===== config.mk =====
export PLATFORM = sky130hd
export DESIGN_NAME = scan_mux_seq
export DESIGN_NICKNAME = d
export VERILOG_FILES = /design/src/rtl/scan_pkg.sv /design/src/rtl/dwell_ctr.sv /design/src/rtl/scan_mux_seq.sv
export SDC_FILE = /design/constraint.sdc
export NUM_CORES = 1
export LEC_CHECK = 0
export BUFFER_PORTS_ARGS = -buffer_cell sky130_fd_sc_hd__buf_2
export CAP_MARGIN = 20
export CORE_ASPECT_RATIO = 0.75
export CORE_UTILIZATION = 55
export CTS_CLUSTER_SIZE = 16
export DETAILED_ROUTE_END_ITERATION = 7
export MAX_ROUTING_LAYER = met4
export PLACE_DENSITY = 0.8
export REMOVE_ABC_BUFFERS = 1
export SYNTH_ARGS = -nofsm -noshare
export SYNTH_HDL_FRONTEND = slang
export SYNTH_SLANG_ARGS = --single-unit

===== constraint.sdc =====
create_clock -name clk -period 3.7 [get_ports clk]
set_input_delay 0.74 -clock clk [delete_from_list [all_inputs] [get_ports clk]]
set_output_delay 0.74 -clock clk [all_outputs]
set_load 0.02 [all_outputs]

===== src/rtl/scan_pkg.sv =====
// scan_pkg: mode encodings, FSM state constants and helpers shared by the scan mux sequencer
package scan_pkg;

    localparam logic [1:0] MODE_MANUAL   = 2'b00;
    localparam logic [1:0] MODE_CONT     = 2'b01;
    localparam logic [1:0] MODE_SINGLE   = 2'b10;
    localparam logic [1:0] MODE_RESERVED = 2'b11;

    localparam logic [0:0] ST_IDLE  = 1'b0;
    localparam logic [0:0] ST_SWEEP = 1'b1;

    function automatic logic is_sweep_mode(input logic [1:0] m);
        return (m == MODE_CONT) || (m == MODE_SINGLE);
    endfunction

    function automatic logic is_abort_mode(input logic [1:0] m);
        return (m == MODE_MANUAL) || (m == MODE_RESERVED);
    endfunction

endpackage


===== src/rtl/dwell_ctr.sv =====
// dwell_ctr: loadable down-counter, expire is high while the count sits at zero
module dwell_ctr #(
    parameter int DWELL_W = 8
) (
    input  logic               clk,
    input  logic               rst_n,
    input  logic               load,
    input  logic               en,
    input  logic [DWELL_W-1:0] load_val,
    output logic               expire
);
    logic [DWELL_W-1:0] count;

    assign expire = count == '0;

    // load takes priority; otherwise count down and park at zero
    always_ff @(posedge clk) begin
        if (!rst_n)
            count <= '0;
        else if (load)
            count <= load_val;
        else if (en && !expire)
            count <= count - DWELL_W'(1);
    end

endmodule


===== src/rtl/scan_mux_seq.sv =====
// scan_mux_seq: registered N:1 channel mux with manual select and built-in sweep sequencer
module scan_mux_seq
    import scan_pkg::*;
#(
    parameter int WIDTH    = 1,
    parameter int CHANNELS = 8,
    parameter int DWELL_W  = 8,
    localparam int SEL_W   = $clog2(CHANNELS)
) (
    input  logic                      clk,
    input  logic                      rst_n,
    input  logic [CHANNELS*WIDTH-1:0] din,
    input  logic [1:0]                mode,
    input  logic [SEL_W-1:0]          sel_in,
    input  logic [DWELL_W-1:0]        dwell,
    input  logic                      start,
    output logic [WIDTH-1:0]          dout,
    output logic [SEL_W-1:0]          sel_out,
    output logic                      out_valid,
    output logic                      busy,
    output logic                      sweep_done
);
    localparam logic [SEL_W:0]   CH_N     = (SEL_W+1)'(CHANNELS);
    localparam logic [SEL_W-1:0] LAST_IDX = SEL_W'(CHANNELS - 1);

    logic [WIDTH-1:0]   ch [CHANNELS];
    logic [0:0]         state;
    logic [SEL_W-1:0]   idx;
    logic               cont;
    logic [DWELL_W-1:0] dwell_m1;
    logic [DWELL_W-1:0] dwell_eff_m1;
    logic               sel_ok;
    logic               go;
    logic               sweeping;
    logic               expire;
    logic               last;

    genvar k;
    for (k = 0; k < CHANNELS; k++) begin : g_ch
        assign ch[k] = din[k*WIDTH +: WIDTH];
    end

    // dwell of 0 behaves as 1; the counter runs from D-1 down to 0
    assign dwell_eff_m1 = (dwell == '0) ? '0 : dwell - DWELL_W'(1);
    assign sel_ok       = {1'b0, sel_in} < CH_N;
    assign go           = (state == ST_IDLE) && start && is_sweep_mode(mode);
    assign sweeping     = (state == ST_SWEEP) && !is_abort_mode(mode);
    assign last         = sweeping && expire && (idx == LAST_IDX);

    dwell_ctr #(.DWELL_W(DWELL_W)) u_dwell (
        .clk      (clk),
        .rst_n    (rst_n),
        .load     (go || (sweeping && expire)),
        .en       (sweeping),
        .load_val (go ? dwell_eff_m1 : dwell_m1),
        .expire   (expire)
    );

    // sequencer: launch latches dwell/mode, idx advances on dwell expiry, abort or single-end returns to idle
    always_ff @(posedge clk) begin
        if (!rst_n) begin
            state    <= ST_IDLE;
            idx      <= '0;
            cont     <= 1'b0;
            dwell_m1 <= '0;
        end else if (go) begin
            state    <= ST_SWEEP;
            idx      <= '0;
            cont     <= mode == MODE_CONT;
            dwell_m1 <= dwell_eff_m1;
        end else if (state == ST_SWEEP) begin
            if (!sweeping || (last && !cont))
                state <= ST_IDLE;
            if (sweeping && expire)
                idx <= (idx == LAST_IDX) ? '0 : idx + SEL_W'(1);
        end
    end

    // output register: sweep channel while sweeping, otherwise manual tracking of sel_in
    always_ff @(posedge clk) begin
        if (!rst_n) begin
            dout       <= '0;
            sel_out    <= '0;
            out_valid  <= 1'b0;
            busy       <= 1'b0;
            sweep_done <= 1'b0;
        end else begin
            dout       <= sweeping ? ch[idx] : (sel_ok ? ch[sel_in] : '0);
            sel_out    <= sweeping ? idx : sel_in;
            out_valid  <= sweeping || sel_ok;
            busy       <= sweeping || go;
            sweep_done <= last;
        end
    end

endmodule


==> flow_summary.yaml <==
critical_path:
  critPathKind: "in -> reg"
  end_kind: "flip-flop"
  crit_arrival_ns: 2.71
  critPathRequiredTime_ns: 3.90
  critPathLaunchType: "input pin"
  crit_path_max_fanout: 9
timing:
  setup_slack_ns: 1.19
  worstMarginPinSlew_ns: 0.799
  hold_viol: 0
  skew_ns: 0.00214
  setup_viol: 0
  rsz0062_at_grt: "no"
  setup_tns_ns: 0
  drv_slew: 0
  max_freq_mhz: 399
  period_share_pct: 67.7
  min_period_ns: 2.51
  relSlewSlack_pct: 46.3
layout:
  multi_input_area_sq_um: 1010
  fillers: 237
  seq_area_sq_um: 561
  layout-drive-gt1-share_pct: 20.2
  syn_to_final_growth_pct: 12.7
  antenna_cells: 0
  nets: 251
  final_cells: 254
grt:
  first_global_vias: 1516
  gr-usage-met2_pct: 42.7
  grt_pass1_wl_microns: 7110
  grt_overflow: 0
  grt_start_max_net_pins: 24
  grt_util_all_layers_pct: 30.3
  antenna_found_initial: 0
  use_met3_pct: 8.64
  grtUsageMet1_pct: 42.7
  grt_busiest_layer: "met1"
clock_tree:
  cts_tree: "yes"
  clock_tree.buffer_depth: 2
  cts_resized: 0
  numCtsBuffers: 3
  cts_sinks: 28
  postCtsSetupBuffers: 0
  path_clk_slew_ns: 0.09
  cts_root_buffer: "clkbuf_8"
  hold_buffers: 0
  clk_latency_ns: 0.27
  htree_num_levels: 1
detailed_routing:
  avgRoutedWirePerCell_microns: 16.3
  final_antenna_net_count: 0
  drt-vias-per-instance: 6.24
  drc_errors: 0
  route.vias.total: 1586
  wirelength_microns: 4130
  drt-initial-drc-count: 128
  first_pass_iters: 4
power_and_ir_drop:
  p_total_w: 0.000691
  powerDensity_nw_per_um2: 375
  vdd_drop_max_v: 0.000302
  p_leak_nw: 0.746
yosys:
  synth_mux_area_share_pct: 6.74
  synth_top_family_by_area: "simple AND/OR/NAND/NOR gates"
  yosys.area_share.simple_pct: 26.8
  synth-xor-area-share_pct: 1.07
  synth_edf_count: 0
  synth_cells: 193
  yosys_warnings: 0
  synth.yosys.seq_area_share_pct: 34.3
  synthAdderAreaFrac_pct: 5.36
  syn-cell-area_sq_um: 1630
  synth_top_cell_area_share_pct: 34.3
  synth_compound_area_share_pct: 21.6
  ys_types: 50
  synth_common_cells: "28 x dfxtp_1, 23 x nand2_1, 15 x a21oi_1"
  yosysMostFrequentCell: "dfxtp_1"
  synth_seq_cells: 28
  ys.flop_type: "dfxtp_1"
  syn_area_per_cell_sq_um: 8.46
  yosys.area.top_type: "dfxtp_1"
  synthTopCellsByArea: "dfxtp_1 34%, mux4_2 5.5%, ha_1 5.4%, nand2_1 5.3%, a21oi_1 4.6%"
  synthArstFlopShare_pct: 0
floorplan:
  rows: 16
  die_x_microns: 64.9
  fp.dieArea_sq_um: 3190
  fp.coreArea_sq_um: 2700
  start_util_pct: 60.4
  top_level_ports: 31
  die_h_microns: 49.2
placed_design:
  dp_hpwl_microns: 3130
  numPortBuffers: 30
  pre_cts_slack_ns: 0.937
  gp_congestion: 0.889
  placed_cells: 251
job:
  drv_cap: 0
outcome:
  status: "finished clean"
worst_hold_path:
  hold_class: "reg -> reg"
layout by cell type (no fill, tap or decap), types with 4 or more instances in the layout:
| cell type | count |
|---|---|
| nor4_1 | 4 |
| o21ai_0 | 7 |
| mux4_2 | 4 |
| ha_1 | 7 |
| nor2_1 | 13 |
| nor3_1 | 4 |
| nand2_1 | 23 |
| dfxtp_1 | 28 |
| or3_1 | 5 |
| inv_1 | 8 |
| nand2b_1 | 5 |
| buf_2 | 30 |
| a21oi_1 | 15 |
| and2_1 | 4 |
metal layers:
| layer | wire (microns) | vias up | part of all wire [%] |
|---|---|---|---|
| li1 | - | 770 | - |
| met1 | 1840 | 739 | 45 |
| met2 | 1880 | 73 | 45 |
| met3 | 386 | 4 | 9.4 |
| met4 | 21 | 0 | 0.51 |
| met5 | 0 | - | 0 |
flip-flops by register name, indices dropped and copies added (netlist names):
register,cells
u_dwell.count,8
idx,3
cont,1
state,1
busy,1
dout,1
sel_out,3
sweep_done,1
dwell_m1,8
out_valid,1
cells by family after synthesis:
logic type	Yosys count
AO/OA/AOI/OAI	52
AND/OR/NAND/NOR	81
XOR/XNOR	2
flip-flops	28
adder cells (fa/ha/maj)	7
multiplexers	6
buffers and inverters	17
report_power, final:
group	switching, W	total, W	leakage, nW	internal (W)
sequential	0.0000246	0.000347	0.229	0.000322
clock	0.0000857	0.000159	0.0216	0.0000730
combinational	0.000105	0.000185	0.495	0.0000800
total	0.000216	0.000691	0.746	0.000475
stage by stage:
stage	utilization [%]	instance area, sq um	hold slack (ns)
2_1_floorplan	-	1600	0.437
3_3_place_gp	66.6	1800	0.451
3_5_place_dp	66.6	1800	0.458
4_1_cts	68.1	1840	0.470
5_1_grt	68.1	1840	0.508
6_report	68.1	1840	0.469
critical path, cell delays in order:
cell      delay, ns
buf_2          0.10
ha_1           0.36
nand2b_1       0.30
or4_1          0.69
or3_1          0.36
a21oi_1        0.15
cell type report:
type                            instances  share of cell area, %
Inverter                                8                   1.63
Timing Repair Buffer                   31                   8.57
Multi-Input combinational cell        148                   54.7
Sequential cell                        28                   30.5
Clock buffer                            3                   2.24
Tap cell                               36                   2.45
final timing paths:
check,startpoint,depth (start not counted),end,slack (ns)
worst max-delay path,mode[0],6,idx[0]$_SDFFE_PP0P_,1.19
worst min-delay path,dwell_m1[6]$_SDFF_PN0_,2,dwell_m1[6]$_SDFF_PN0_,0.47
worst min register to register,dwell_m1[6]$_SDFF_PN0_,2,dwell_m1[6]$_SDFF_PN0_,0.47
worst max register to register,u_dwell.count[2]$_SDFFE_PN0P_,4,idx[0]$_SDFFE_PP0P_,1.40
Power figures use the tool's default switching activity.
